`src/rtl/bitwise_pkg.sv`:
```
// Shared encodings for the bit-serial bitwise/compare datapath.
// Op codes, sequencer states and the flag inversion rule.
package bitwise_pkg;

  localparam logic [1:0] OP_NE  = 2'b00;
  localparam logic [1:0] OP_XOR = 2'b01;
  localparam logic [1:0] OP_AND = 2'b10;
  localparam logic [1:0] OP_OR  = 2'b11;

  typedef enum logic [1:0] {
    IDLE  = 2'd0,
    SHIFT = 2'd1,
    DONE  = 2'd2
  } state_t;

  // The odd ops report the complement of the accumulated ne/gt result.
  function automatic logic flag_inverted(input logic [1:0] op);
    return op[0];
  endfunction

endpackage

```
`src/rtl/serial_cmp_cell.sv`:
```
// Per-bit logic/compare evaluation for one MSB-first step; purely combinational.
// No state and no flow control: the sequencer owns every register.
module serial_cmp_cell
  import bitwise_pkg::*;
(
  input  logic       sa,
  input  logic       sb,
  input  logic [1:0] op,
  input  logic       ne_seen,
  input  logic       gt_seen,
  input  logic       lt_seen,
  output logic       qbit,
  output logic       ne_nxt,
  output logic       gt_nxt,
  output logic       lt_nxt
);

  always_comb begin
    qbit = 1'b0;
    case (op)
      OP_NE:   qbit = 1'b0;
      OP_XOR:  qbit = sa ^ sb;
      OP_AND:  qbit = sa & sb;
      OP_OR:   qbit = sa | sb;
      default: qbit = 1'b0;
    endcase

    ne_nxt = ne_seen | (sa ^ sb);
    gt_nxt = gt_seen;
    lt_nxt = lt_seen;
    // Walking MSB first, the first differing bit settles the magnitude order.
    if (!gt_seen && !lt_seen) begin
      gt_nxt = sa & ~sb;
      lt_nxt = ~sa & sb;
    end
  end

endmodule

```
`src/rtl/bitserial_logic_seq.sv`:
```
// Bit-serial logic/compare sequencer: WIDTH+1 cycles start-to-done, one op per WIDTH+1 cycles.
// start is ignored while busy; a new op may be accepted in the done cycle, no queueing.
module bitserial_logic_seq
  import bitwise_pkg::*;
#(
  parameter int WIDTH = 8
) (
  input  logic             clk,
  input  logic             rst,
  input  logic             start,
  input  logic [1:0]       op,
  input  logic [WIDTH-1:0] a,
  input  logic [WIDTH-1:0] b,
  output logic             busy,
  output logic             done,
  output logic [WIDTH-1:0] q,
  output logic             flag
);

  localparam int CW = (WIDTH > 1) ? $clog2(WIDTH) : 1;

  state_t           state_q, state_d;
  logic [WIDTH-1:0] a_sh_q, a_sh_d;
  logic [WIDTH-1:0] b_sh_q, b_sh_d;
  logic [1:0]       op_q, op_d;
  logic             ne_q, ne_d;
  logic             gt_q, gt_d;
  logic             lt_q, lt_d;
  logic [CW-1:0]    count_q, count_d;
  logic             busy_q, busy_d;
  logic             done_q, done_d;
  logic [WIDTH-1:0] q_q, q_d;
  logic             flag_q, flag_d;

  logic qbit, ne_nxt, gt_nxt, lt_nxt;

  serial_cmp_cell u_cell (
    .sa      (a_sh_q[WIDTH-1]),
    .sb      (b_sh_q[WIDTH-1]),
    .op      (op_q),
    .ne_seen (ne_q),
    .gt_seen (gt_q),
    .lt_seen (lt_q),
    .qbit    (qbit),
    .ne_nxt  (ne_nxt),
    .gt_nxt  (gt_nxt),
    .lt_nxt  (lt_nxt)
  );

  always_comb begin
    state_d = state_q;
    a_sh_d  = a_sh_q;
    b_sh_d  = b_sh_q;
    op_d    = op_q;
    ne_d    = ne_q;
    gt_d    = gt_q;
    lt_d    = lt_q;
    count_d = count_q;
    busy_d  = busy_q;
    done_d  = 1'b0;
    q_d     = q_q;
    flag_d  = flag_q;

    case (state_q)
      IDLE, DONE: begin
        state_d = IDLE;
        busy_d  = 1'b0;
        if (start) begin
          state_d = SHIFT;
          busy_d  = 1'b1;
          a_sh_d  = a;
          b_sh_d  = b;
          op_d    = op;
          ne_d    = 1'b0;
          gt_d    = 1'b0;
          lt_d    = 1'b0;
          count_d = CW'(WIDTH - 1);
        end
      end
      SHIFT: begin
        // Result bits fill in behind operand A as its bits are consumed,
        // so after WIDTH steps the A register holds the finished result.
        a_sh_d  = {a_sh_q[WIDTH-2:0], qbit};
        b_sh_d  = {b_sh_q[WIDTH-2:0], 1'b0};
        ne_d    = ne_nxt;
        gt_d    = gt_nxt;
        lt_d    = lt_nxt;
        if (count_q == '0) begin
          state_d = DONE;
          busy_d  = 1'b0;
          done_d  = 1'b1;
          q_d     = a_sh_d;
          flag_d  = (op_q[1] ? gt_nxt : ne_nxt) ^ flag_inverted(op_q);
        end else begin
          count_d = count_q - CW'(1);
        end
      end
      default: begin
        state_d = IDLE;
        busy_d  = 1'b0;
      end
    endcase
  end

  always_ff @(posedge clk) begin
    if (rst) begin
      state_q <= IDLE;
      a_sh_q  <= '0;
      b_sh_q  <= '0;
      op_q    <= '0;
      ne_q    <= 1'b0;
      gt_q    <= 1'b0;
      lt_q    <= 1'b0;
      count_q <= '0;
      busy_q  <= 1'b0;
      done_q  <= 1'b0;
      q_q     <= '0;
      flag_q  <= 1'b0;
    end else begin
      state_q <= state_d;
      a_sh_q  <= a_sh_d;
      b_sh_q  <= b_sh_d;
      op_q    <= op_d;
      ne_q    <= ne_d;
      gt_q    <= gt_d;
      lt_q    <= lt_d;
      count_q <= count_d;
      busy_q  <= busy_d;
      done_q  <= done_d;
      q_q     <= q_d;
      flag_q  <= flag_d;
    end
  end

  assign busy = busy_q;
  assign done = done_q;
  assign q    = q_q;
  assign flag = flag_q;

endmodule

```
`config.mk`:
```
export PLATFORM = sky130hd
export DESIGN_NAME = bitserial_logic_seq
export DESIGN_NICKNAME = d
export VERILOG_FILES = /design/src/rtl/bitwise_pkg.sv /design/src/rtl/serial_cmp_cell.sv /design/src/rtl/bitserial_logic_seq.sv
export SDC_FILE = /design/constraint.sdc
export NUM_CORES = 1
export LEC_CHECK = 0
export CAP_MARGIN = 20
export CORE_UTILIZATION = 55
export DETAILED_ROUTE_END_ITERATION = 10
export PLACE_DENSITY = 0.81
export SLEW_MARGIN = 10
export SYNTH_ARGS = -nofsm -noshare
export SYNTH_HDL_FRONTEND = slang
export SYNTH_SLANG_ARGS = --single-unit
```
`constraint.sdc`:
```
create_clock -name clk -period 2.7 [get_ports clk]
set_input_delay 0.54 -clock clk [delete_from_list [all_inputs] [get_ports clk]]
set_output_delay 0.54 -clock clk [all_outputs]
set_load 0.02 [all_outputs]
```
* Yosys cells after proc, flatten, opt, wreduce, memory -nomap -nowiden
Index checks and enable logic that the tools add are counted.
** Storage, ports and cells
- Output and inout port bits :: 11
- Logic and storage cells :: 68
- Input port bits :: 21
- Register bits :: 37
** Cells by class
- Muxes and demuxes :: 22
- Reduce and logical (&&, ||, !) cells :: 14
- Add/sub/neg operators :: 1
- Bitwise logic cells :: 10
- Equal/unequal tests :: 9
** Operators with widths (count)
- case mux 8 bit (2 select lines) :: 2
- 2-to-1 mux 8 bit :: 2
- 2-to-1 mux 1 bit :: 8
- case mux 1 bit (2 select lines) :: 4
- equality test 2 bit (second input constant) :: 3
- 2-to-1 mux 3 bit :: 2
- != test 2 bit (second input constant) :: 3
- case mux 3 bit (2 select lines) :: 1
- AND reduction 2 bit :: 3
- AND reduction 3 bit :: 2
- equality test 2 x 1 -> 1 bit (second input constant) :: 2
- logical NOT 2 bit :: 2
- case mux 1 bit (4 select lines) :: 1
- case mux 2 bit (2 select lines) :: 1
- OR reduction 2 bit :: 2
- bitwise AND 1 bit :: 3
- logical NOT 3 bit :: 1
- NOT 1 bit :: 3
- subtractor 3 x 1 -> 3 bit (second input constant) :: 1
- logical NOT 1 bit :: 2
- 2-to-1 mux 2 bit :: 1
- != test 2 x 1 -> 1 bit (second input constant) :: 1
- bitwise OR 1 bit :: 2
- nonzero test 2 bit :: 1
- 2 further kinds :: 3

* Depth between registers and ports, before layout
- Word-level depth :: 5
- Depth in mapped cells :: 7
- Gate-level depth less buffers :: 6

* Cells and area by module
A second synthesis with hierarchy kept.
** Second synthesis, totals
- Cells, all modules :: 184
- Area total of the unflattened synthesis :: 1546.5 um^2
** Modules (own cells, without submodules)
- bitserial_logic_seq :: instances 1, sequential area each 740.7 um^2, cells each 168, area an instance 1436.4 um^2
- serial_cmp_cell :: instances 1, sequential area each 0.0 um^2, cells each 16, area an instance 110.1 um^2

* Worst setup path after synthesis
No wires, ideal clock.
- Path type :: reg-to-reg
- From :: reg count_q[0]
- To :: reg q_q[0] (netlist: q[0])
- Slack :: 1.347 ns
- Library setup time :: 0.134 ns
- Data arrival time :: 1.219 ns
- Stages on the path, launching flop included :: 8
- Path buffers :: 1
- Data required time :: 2.566 ns
- Clock period less this slack :: 1.353 ns
- Cells stage by stage :: dfxtp_1 > inv_1 > ha_1 > ha_1 > and2_4 > buf_6 > nor2_2 > a211oi_2
** Between the ends
- Cells in the longest elaborated chain, start to end :: 2
** RTL lines
- from (decl) :: RTL line bitserial_logic_seq.sv:29 : logic [CW-1:0] count_q, count_d;
- from (signal assigned) :: RTL line bitserial_logic_seq.sv:127 : count_q <= count_d;
- logical NOT 3 bit :: RTL line bitserial_logic_seq.sv:88 : if (count_q == '0) begin
- AND reduction 2 bit (no source line)
- to (signal assigned) :: RTL line bitserial_logic_seq.sv:130 : q_q <= q_d;
- to (decl) :: RTL line bitserial_logic_seq.sv:32 : logic [WIDTH-1:0] q_q, q_d;
No other way between the ends.
A chain may end at the register's enable or synchronous reset.

* Final worst setup path
- From :: reg q_q[0] (netlist: q[0])
- To :: out q[0]
** RTL lines
- to (decl) :: RTL line bitserial_logic_seq.sv:16 : output logic [WIDTH-1:0] q,
No word-level cell between the ends.

==> load_flow_metrics.sql <==
INSERT INTO impl_metrics (metric_group, metric, value, unit) VALUES
('run_status', 'outcome', 'finished with violations', ''),
('run_status', 'failing_checks', 'DRC', ''),
('run', 'max-cap-violations', '0', ''),
('yosys', 'synth-seq-area-share', '43.2', '%'),
('sta', 'tightest_slew', '747', 'ps'),
('global_route', 'pin_count_of_the_biggest_net_entering_global_routing', '39', ''),
('worst_setup_path', 'critical_path.cell_chain', 'clkdlybuf4s50_1', ''),
('floorplan', 'design.die.area', '0.00334', 'mm²'),
('pwr', 'ir_drop', '0.000354', 'V'),
('global_route', 'global_route.peak_usage_layer', 'met2', ''),
('worst_setup_path', 'critPathTopFamily', 'buffers and inverters', ''),
('yosys', 'ys_dominant_reg_cell', 'sky130_fd_sc_hd__dfxtp_1', ''),
('cells_and_area', 'diodes', '0', ''),
('yosys', 'synth_area', '0.00171', 'mm²'),
('worst_setup_path', 'critical_path.endpoint_type', 'output port', ''),
('drt', 'via_per_inst', '5.34', ''),
('yosys', 'synth.lib_cells_used.distinct', '30', ''),
('global_route', 'global_route.usage.met3', '6.03', '%'),
('yosys', 'synth_top_cell_area_share', '43.2', '%'),
('drt', 'vias', '1335', ''),
('worst_setup_path', 'crit_fanout', '2', ''),
('clocking', 'clockBufferDepth', '2', ''),
('sta', 'fmaxAchievable', '545', 'MHz'),
('pwr', 'internal_pwr_total', '931', 'µW'),
('yosys', 'ys_async_sr_fraction', '0', '%'),
('place', 'io_buffer_count', '31', ''),
('drt', 'routed_wl', '3.21', 'mm'),
('floorplan', 'dieHeight', '57.8', 'µm'),
('drt', 'ant_nets', '0', ''),
('worst_hold_path', 'hold_path_class', 'reg2reg', ''),
('global_route', 'use_met1', '25.9', '%'),
('floorplan', 'chipWidth', '57.8', 'µm'),
('floorplan', 'boundary_pin_count', '32', ''),
('clocking', 'cts_buffers', '5', ''),
('pwr', 'clock_power_share', '31.1', '%'),
('drt', 'route.detailed.drc', '1', ''),
('worst_setup_path', 'worst_setup_path_start_kind', 'register', ''),
('floorplan', 'core_area', '0.00285', 'mm²'),
('pwr', 'power.share.combinational', '20.3', '%'),
('clocking', 'tritoncts_num_sinks', '37', ''),
('sta', 'setup_violations', '0', ''),
('global_route', 'grt_first_pass_wirelength', '5.36', 'mm'),
('pwr', 'leak_pwr', '0.763', 'nW'),
('worst_setup_path', 'path_buf_inv', '1', ''),
('pwr', 'switching_power', '350', 'µW'),
('yosys', 'synth-warning-count', '0', ''),
('floorplan', 'starting_density_of_the_core', '60.1', '%'),
('sta', 'setup_tns', '0', 'ps'),
('drt', 'post_drt_wl_per_cell', '12.8', 'µm'),
('place', 'routabilityCongestion', '0.755', ''),
('worst_setup_path', 'timing_worst_setup_path_type', 'reg2out', ''),
('clocking', 'clk-insertion-delay-late', '350', 'ps'),
('yosys', 'gate_count_of_the_mapped_netlist', '191', ''),
('worst_setup_path', 'critical_path.max_stage_delay', '600', 'ps'),
('worst_setup_path', 'critPathArrivalTime', '1290', 'ps'),
('yosys', 'yosysMostFrequentCell', 'sky130_fd_sc_hd__nand2_1', ''),
('clocking', 'clock-root-buffer', 'sky130_fd_sc_hd__clkbuf_4', ''),
('drt', 'drt_first_pass_iters', '7', ''),
('yosys', 'synth-seq-cells', '37', ''),
('global_route', 'grt_pass1_vias', '1245', ''),
('cells_and_area', 'area_delta_synth_final', '20.5', '%'),
('drt', 'detailedRoute.firstIterationViolations', '44', ''),
('cells_and_area', 'final_layout_size_suffix_gt1_share', '14.2', '%'),
('clocking', 'htree_num_levels', '2', ''),
('sta', 'period_needed', '1830', 'ps'),
('pwr', 'swShare', '27.3', '%'),
('pwr', 'p_seq_share', '48.5', '%'),
('yosys', 'netlist_top_cells_area', 'sky130_fd_sc_hd__dfxtp_1 (43%), sky130_fd_sc_hd__a311oi_2 (12%), sky130_fd_sc_hd__nand2_1 (11%), sky130_fd_sc_hd__nor2_1 (5.0%), sky130_fd_sc_hd__ha_1 (4.4%)', ''),
('global_route', 'grt_antenna_before_repair', '0', ''),
('global_route', 'grt_overflow_total', '0', ''),
('place', 'detailed_place_hpwl', '2.27', 'mm');
[cell type report]
class                      instances  area (µm²)
clock buffer                       7        55.1
clock inverter                     1        30.0
fill                             233         787
inverter                           7        26.3
multi-input combinational        133         842
sequential                        37         741
tap                               31        38.8
timing repair buffer              34         333
[through the flow]
step | instances | worst slack, ps | utilization (%) | instance area [µm²] | total power, mW
floorplan | 191 | 1350 | - | 1710 | 0.832
global placement | 242 | 686 | 69.4 | 1980 | 0.883
detailed placement | 242 | 642 | 69.4 | 1980 | 0.895
CTS | 250 | 852 | 72.4 | 2070 | 1.29
global route | 250 | 797 | 72.4 | 2070 | 1.34
finish | 250 | 866 | 72.4 | 2070 | 1.28
[power groups by stage]
stage	Sequential, mW	Clock [mW]	Combinational [mW]
after floorplan	0.635	0	0.197
after global placement	0.631	0	0.251
after detailed placement	0.634	0	0.261
after CTS	0.622	0.405	0.262
after global routing	0.628	0.428	0.287
final	0.622	0.399	0.261
[flip-flops by register name, summed over array words and instances, names as in the netlist]
signal   flops
a_sh_q       8
op_q         2
gt_q         1
count_q      3
flag         1
lt_q         1
state_q      2
b_sh_q       8
done         1
ne_q         1
q            8
busy         1
[per-layer routing]
metal / vias to the layer above / share of wire (%)
li1: 699 / -
met1: 604 / 46
met4: 0 / 1.2
met5: - / 0
met3: 6 / 3.6
met2: 26 / 50
[worst paths after layout]
path	endpoint	cells past startpoint	from	slack (ps)
worst max-delay path	q[0]	1	q[0]	870
worst min-delay path	q[2]	2	q[2]	460
worst max register to register	b_sh_q[7]	3	state_q[0]	1140
worst min register to register	q[2]	2	q[2]	460
[cells in the final DEF, fill, tap and decap left out, types with 3 or more instances in the layout]
master	Yosys	routed
sky130_fd_sc_hd__a211oi_1	3	3
sky130_fd_sc_hd__a21oi_1	13	13
sky130_fd_sc_hd__a311oi_2	14	14
sky130_fd_sc_hd__buf_4	3	3
sky130_fd_sc_hd__clkbuf_4	0	5
sky130_fd_sc_hd__clkdlybuf4s50_1	0	31
sky130_fd_sc_hd__dfxtp_1	37	37
sky130_fd_sc_hd__ha_1	6	6
sky130_fd_sc_hd__inv_1	7	7
sky130_fd_sc_hd__nand2_1	50	50
sky130_fd_sc_hd__nor2_1	23	23
sky130_fd_sc_hd__nor3_1	5	5
[cell families (layout without fill, tap and decap cells)]
family                   count (synthesis)  after routing  synth area share [%]
flip-flops                              37             37                  43.2
AO/OA/AOI/OAI                           37             37                  21.1
XOR/XNOR                                 1              1                 0.511
adder cells (fa/ha/maj)                  6              6                  4.38
buffers and inverters                   21             49                  7.66
AND/OR/NAND/NOR                         88             88                  22.6
multiplexers                             1              1                 0.584
(Power assumes the default switching activity.)
